<file path="src/rtl/rx_frame_packer.sv">
// -----------------------------------------------------------------------------
// rx_frame_packer
//
// Drains IQ pairs from an RX FIFO and emits them as a framed 16-bit host
// stream.  Every frame is:
//     SYNC_WORD, seq, I0, Q0, I1, Q1, ... I(FRAME_LEN-1), Q(FRAME_LEN-1)
// and out_last marks the final Q word.  Samples are sign-extended from
// IQ_PAIR_WIDTH/2 bits to 16 bits.
//
// States:
//     state  | meaning
//     IDLE   | waiting for enable, no FIFO activity
//     HDR    | presenting SYNC_WORD
//     SEQ    | presenting the frame sequence number
//     SAMP_I | presenting I half of the held pair (valid once it has landed)
//     SAMP_Q | presenting Q half of the held pair, last on the final pair
//
// Ports:
//     clk         single clock (also the RX FIFO read clock)
//     reset_n     asynchronous active-low reset
//     enable      level-sensitive streaming enable, sampled at frame boundaries
//     fifo_empty  RX FIFO empty flag
//     fifo_q      RX FIFO read data, valid the cycle after fifo_rd
//     fifo_rd     RX FIFO read request, one word per asserted cycle
//     out_data    host stream word
//     out_valid   out_data valid
//     out_ready   host accepts the word when out_valid & out_ready
//     out_last    final word of a frame
//     busy        high whenever the packer is not in IDLE
// -----------------------------------------------------------------------------
module rx_frame_packer #(
    parameter int          IQ_PAIR_WIDTH = 24,
    parameter int          FRAME_LEN     = 256,
    parameter logic [15:0] SYNC_WORD     = 16'hA55A
) (
    input  logic                     clk,
    input  logic                     reset_n,
    input  logic                     enable,
    input  logic                     fifo_empty,
    input  logic [IQ_PAIR_WIDTH-1:0] fifo_q,
    output logic                     fifo_rd,
    output logic [15:0]              out_data,
    output logic                     out_valid,
    input  logic                     out_ready,
    output logic                     out_last,
    output logic                     busy
);

    localparam int          HALF      = IQ_PAIR_WIDTH / 2;
    localparam logic [15:0] LAST_PAIR = 16'(FRAME_LEN - 1);

    typedef enum logic [2:0] {
        IDLE   = 3'd0,
        HDR    = 3'd1,
        SEQ    = 3'd2,
        SAMP_I = 3'd3,
        SAMP_Q = 3'd4
    } state_t;

    state_t                   state;
    state_t                   state_nxt;

    logic [IQ_PAIR_WIDTH-1:0] pair_q;
    logic                     pair_vld;
    logic                     rd_pend;
    logic [15:0]              pair_cnt;
    logic [15:0]              seq_cnt;

    logic                     xfer;
    logic                     last_pair;
    logic [HALF-1:0]          half_i;
    logic [HALF-1:0]          half_q;

    function automatic logic [15:0] sext(input logic [HALF-1:0] h);
        logic [15:0] r;
        r           = {16{h[HALF-1]}};
        r[HALF-1:0] = h;
        return r;
    endfunction

    assign half_i    = pair_q[HALF-1:0];
    assign half_q    = pair_q[2*HALF-1:HALF];
    assign last_pair = (pair_cnt == LAST_PAIR);
    assign xfer      = out_valid & out_ready;
    assign busy      = (state != IDLE);

    // The pair is fetched as early as HDR so that the first I word is ready
    // the moment the header words have gone out.  Only one read may be in
    // flight, which also keeps fifo_rd from firing on consecutive cycles.
    assign fifo_rd = ((state == HDR) || (state == SEQ) || (state == SAMP_I))
                   && !pair_vld && !rd_pend && !fifo_empty;

    always_comb begin
        state_nxt = state;
        out_valid = 1'b0;
        out_data  = 16'h0000;
        out_last  = 1'b0;

        case (state)
            IDLE: begin
                if (enable) begin
                    state_nxt = HDR;
                end
            end
            HDR: begin
                out_valid = 1'b1;
                out_data  = SYNC_WORD;
                if (out_ready) begin
                    state_nxt = SEQ;
                end
            end
            SEQ: begin
                out_valid = 1'b1;
                out_data  = seq_cnt;
                if (out_ready) begin
                    state_nxt = SAMP_I;
                end
            end
            SAMP_I: begin
                out_valid = pair_vld;
                out_data  = sext(half_i);
                if (pair_vld && out_ready) begin
                    state_nxt = SAMP_Q;
                end
            end
            SAMP_Q: begin
                out_valid = 1'b1;
                out_data  = sext(half_q);
                out_last  = last_pair;
                if (out_ready) begin
                    if (!last_pair) begin
                        state_nxt = SAMP_I;
                    end else if (enable) begin
                        state_nxt = HDR;
                    end else begin
                        state_nxt = IDLE;
                    end
                end
            end
            default: begin
                state_nxt = IDLE;
            end
        endcase
    end

    always_ff @(posedge clk or negedge reset_n) begin
        if (!reset_n) begin
            state <= IDLE;
        end else begin
            state <= state_nxt;
        end
    end

    // Holding register: lands the cycle after the read, released once the
    // Q half has been accepted.  A read is never in flight while the pair
    // is still held, so the two branches cannot collide.
    always_ff @(posedge clk or negedge reset_n) begin
        if (!reset_n) begin
            rd_pend  <= 1'b0;
            pair_vld <= 1'b0;
            pair_q   <= '0;
        end else begin
            rd_pend <= fifo_rd;
            if (rd_pend) begin
                pair_q   <= fifo_q;
                pair_vld <= 1'b1;
            end else if ((state == SAMP_Q) && xfer) begin
                pair_vld <= 1'b0;
            end
        end
    end

    always_ff @(posedge clk or negedge reset_n) begin
        if (!reset_n) begin
            pair_cnt <= 16'h0000;
        end else if ((state == SAMP_Q) && xfer) begin
            if (last_pair) begin
                pair_cnt <= 16'h0000;
            end else begin
                pair_cnt <= pair_cnt + 16'd1;
            end
        end
    end

    // Sequence number survives enable toggling; it wraps naturally at 16 bits.
    always_ff @(posedge clk or negedge reset_n) begin
        if (!reset_n) begin
            seq_cnt <= 16'h0000;
        end else if ((state == SEQ) && xfer) begin
            seq_cnt <= seq_cnt + 16'd1;
        end
    end

endmodule

</file>
<file path="config.mk">
export PLATFORM = sky130hd
export DESIGN_NAME = rx_frame_packer
export DESIGN_NICKNAME = d
export VERILOG_FILES = /design/src/rtl/rx_frame_packer.sv
export SDC_FILE = /design/constraint.sdc
export NUM_CORES = 1
export LEC_CHECK = 0
export ABC_CLOCK_PERIOD_IN_PS = 2150
export BUFFER_PORTS_ARGS = -buffer_cell sky130_fd_sc_hd__buf_2
export CORE_MARGIN = 3
export CORE_UTILIZATION = 56
export CTS_CLUSTER_SIZE = 16
export DETAILED_ROUTE_END_ITERATION = 6
export GPL_ROUTABILITY_DRIVEN = 0
export PLACE_DENSITY = 0.81
export SETUP_SLACK_MARGIN = 0.4
export SYNTH_ARGS = -nofsm -noshare
export SYNTH_HDL_FRONTEND = slang
export SYNTH_SLANG_ARGS = --single-unit
</file>
<file path="constraint.sdc">
create_clock -name clk -period 2.15 [get_ports clk]
set_clock_uncertainty 0.1 [all_clocks]
set_input_delay 0.5375 -clock clk [delete_from_list [all_inputs] [get_ports clk]]
set_output_delay 0.5375 -clock clk [all_outputs]
set_load 0.01 [all_outputs]
</file>
==> flow_summary.yaml <==
floorplan:
  fp-row-count: 26
  initial_core_util: 0.5913
  num_io_pins: 49
  die_w_um: 80.37
  die_h_um: 80.37
  core_area_sq_mm: 0.005238
  die-area_sq_mm: 0.006459
logic_synthesis:
  synth_edf_count: 0
  synth-seq-area-share: 0.4929
  synth_nets: 309
  ys_warn_count: 0
  synth_flop_cell: "dfrtp_1"
  synthArstFlopShare: 1.000
  synthCells: 278
  yosysUniqueCellTypes: 41
  synth.largest_area_cell: "dfrtp_1"
  syn_avg_cell_area_sq_um: 11.14
  synth_area_sq_mm: 0.003097
  synth_top_cell_area_share: 0.4929
  synth_area_leaders: "dfrtp_1 (49%), mux2_2 (9.1%), xnor2_1 (5.1%)"
  ys_ff_latch: 61
worst_setup_path:
  crit_type: "flip-flop to primary output"
  crit_required_ns: 1.51
  path_common_cell: "buf_6"
  path_buf_inv: 2
  arrival_ns: 1.61
  cp_slowest_cell: "dfrtp_2"
  critPathTopFamily: "flip-flops"
  path_max_fanout: 6
  critPathCaptureType: "primary output"
  startpoint_type: "flip-flop"
  slowest_delay_ns: 0.45
  path_cells: "buf_6 -> nor2b_1 -> o21ai_0 -> and3_4 -> buf_6"
timing:
  layout_setup_ws_ns: -0.09780
  drv_slew: 0
  hold_viol_final: 0
  rsz0062_at_grt: "true"
  fmax_mhz: 444.9
  hold_ws_ns: 0.07456
  max_slew_margin: 0.7626
  setup_violations: 19
  fin_crit_sh: 1.045
  fin_crit_ns: 2.248
  tns_ns: -0.8752
  worst_slew_pin_slew_ns: 0.3461
run_status:
  status: "finished, violations left"
  violations: "setup timing"
place:
  hpwl_um: 4840
  place_inst: 393
  dpl_cell_area_sq_mm: 0.003557
  portBuffers: 48
  dp_slack_ns: 0.09868
routing:
  drtIter0Drc: 189
  drt-total-wl_um: 9624
  dr.pass1.iters: 4
  wire_per_inst_um: 21.68
  via_per_inst: 6.338
  drc_errors: 0
  ant_nets: 0
  via_count: 2814
final_layout:
  final_cell_mix: "dfrtp_1 (55), buf_2 (45), mux2_2 (24)"
  fillerInstances: 252
  n_antenna_cell: 0
  nets: 400
  areaGrowthSynthToFinish_pct: 43.19
  register_area_sq_mm: 0.001534
  multiInputGateArea_sq_mm: 0.001844
  final_core_util: 0.8466
  stdcell_area_sq_mm: 0.004434
  fin_cells: 444
  layout_commonest_cell: "dfrtp_1"
  drive_above_1_share: 0.5508
power_and_ir_drop:
  irDropWorstVdd_mv: 1.044
  total_power_mw: 5.607
  leakagePower_nw: 2.106
  power.density_mw_per_mm2: 1265
hold_path:
  hp-class: "input port to async pin"
global_route:
  antenna_found_initial: 0
  track_usage: 0.2608
  overflow: 0
  grt_pass1_vias: 2546
  grt_pass1_wl_um: 12610
  grt_max_degree: 62
clock_tree:
  clk_pin_slew_ns: 0.06
  clock_latency_ns: 0.34
  numCtsBuffers: 9
  cts_root_buf: "clkbuf_8"
  clockBufferDepth: 2
  cts_sinks: 61
  cts_tree: "yes"
  htreeDepth: 3
flow_run:
  drv_cap: 0
-- registers in the layout, summed over array words and instances, names as in the netlist --
signal and cells:
pair_q 24, pair_cnt 16, seq_cnt 16, state 3, pair_vld 1, rd_pend 1
-- synthesized netlist by cell type (4+ instances only) --
| master | number |
|---|---|
| a21oi_1 | 9 |
| a22oi_1 | 8 |
| and3_1 | 6 |
| and4_1 | 4 |
| buf_1 | 4 |
| clkbuf_1 | 4 |
| dfrtp_1 | 61 |
| mux2_2 | 25 |
| mux2i_1 | 8 |
| nand2_1 | 30 |
| nand3_1 | 17 |
| nand4_1 | 8 |
| nor2_1 | 8 |
| nor2b_1 | 4 |
| o21ai_0 | 11 |
| o22ai_1 | 9 |
| xnor2_1 | 18 |
| xor2_1 | 7 |
-- kinds of logic after synthesis --
| group | share of synthesized area |
|---|---|
| simple gates | 0.2040 |
| flops | 0.4929 |
| compound gates | 0.08202 |
| mux | 0.1168 |
| xor+xnor | 0.07071 |
| buf+inv | 0.02545 |
| fa+ha+maj | 0.008080 |
-- layout make-up --
cell class	count	share of cell area
Multi-Input combinational cell	202	0.4159
Sequential cell	61	0.3459
Clock inverter	4	0.01016
Clock buffer	12	0.03725
Inverter	1	0.0008465
Tap cell	70	0.01975
Timing Repair Buffer	94	0.1701
-- power breakdown --
part | internal (mW) | total (mW) | switching [mW]
Sequential | 1.47 | 1.81 | 0.336
Combinational | 1.40 | 2.73 | 1.33
Clock | 0.624 | 1.07 | 0.444
-- layer usage --
layer	share of wire	GRT usage	vias to the layer above	routed length (um)
met5	0	0	-	0
li1	-	-	1193	-
met4	0.028	0.1182	0	265
met3	0.072	0.05269	31	693
met1	0.43	0.3685	1401	4116
met2	0.47	0.3874	189	4549
-- worst paths after layout --
check                           slack (ns)                  start  depth (start not counted)                       end
worst max-delay path                  -0.1   state[0]$_DFFE_PN0P_                          5                 out_valid
worst min-delay path                  0.07                reset_n                          2   seq_cnt[15]$_DFFE_PN0P_
worst max register to register        0.05   state[0]$_DFFE_PN0P_                          7  pair_cnt[10]$_DFFE_PN0P_
worst min register to register        0.41  pair_q[5]$_DFFE_PN0P_                          1     pair_q[5]$_DFFE_PN0P_
max in group asynchronous             1.56                reset_n                          2      state[0]$_DFFE_PN0P_
min in group clk                      0.32             fifo_q[21]                          2    pair_q[21]$_DFFE_PN0P_
-- worst register-to-register path, delay by kind of cell (launching register included) --
kind | cells | cell delay (ns)
flops | 1 | 0.45
buf+inv | 4 | 0.58
simple gates | 2 | 0.70
xor+xnor | 1 | 0.19
-- what timing repair did --
item,in CTS,in global routing
buffers inserted,20,15
hold buffers,0,0
pin swaps,22,34
resized for setup,49,50
endpoints found under the setup margin,34,46
No activity file was read; power rests on OpenSTA's default activity.
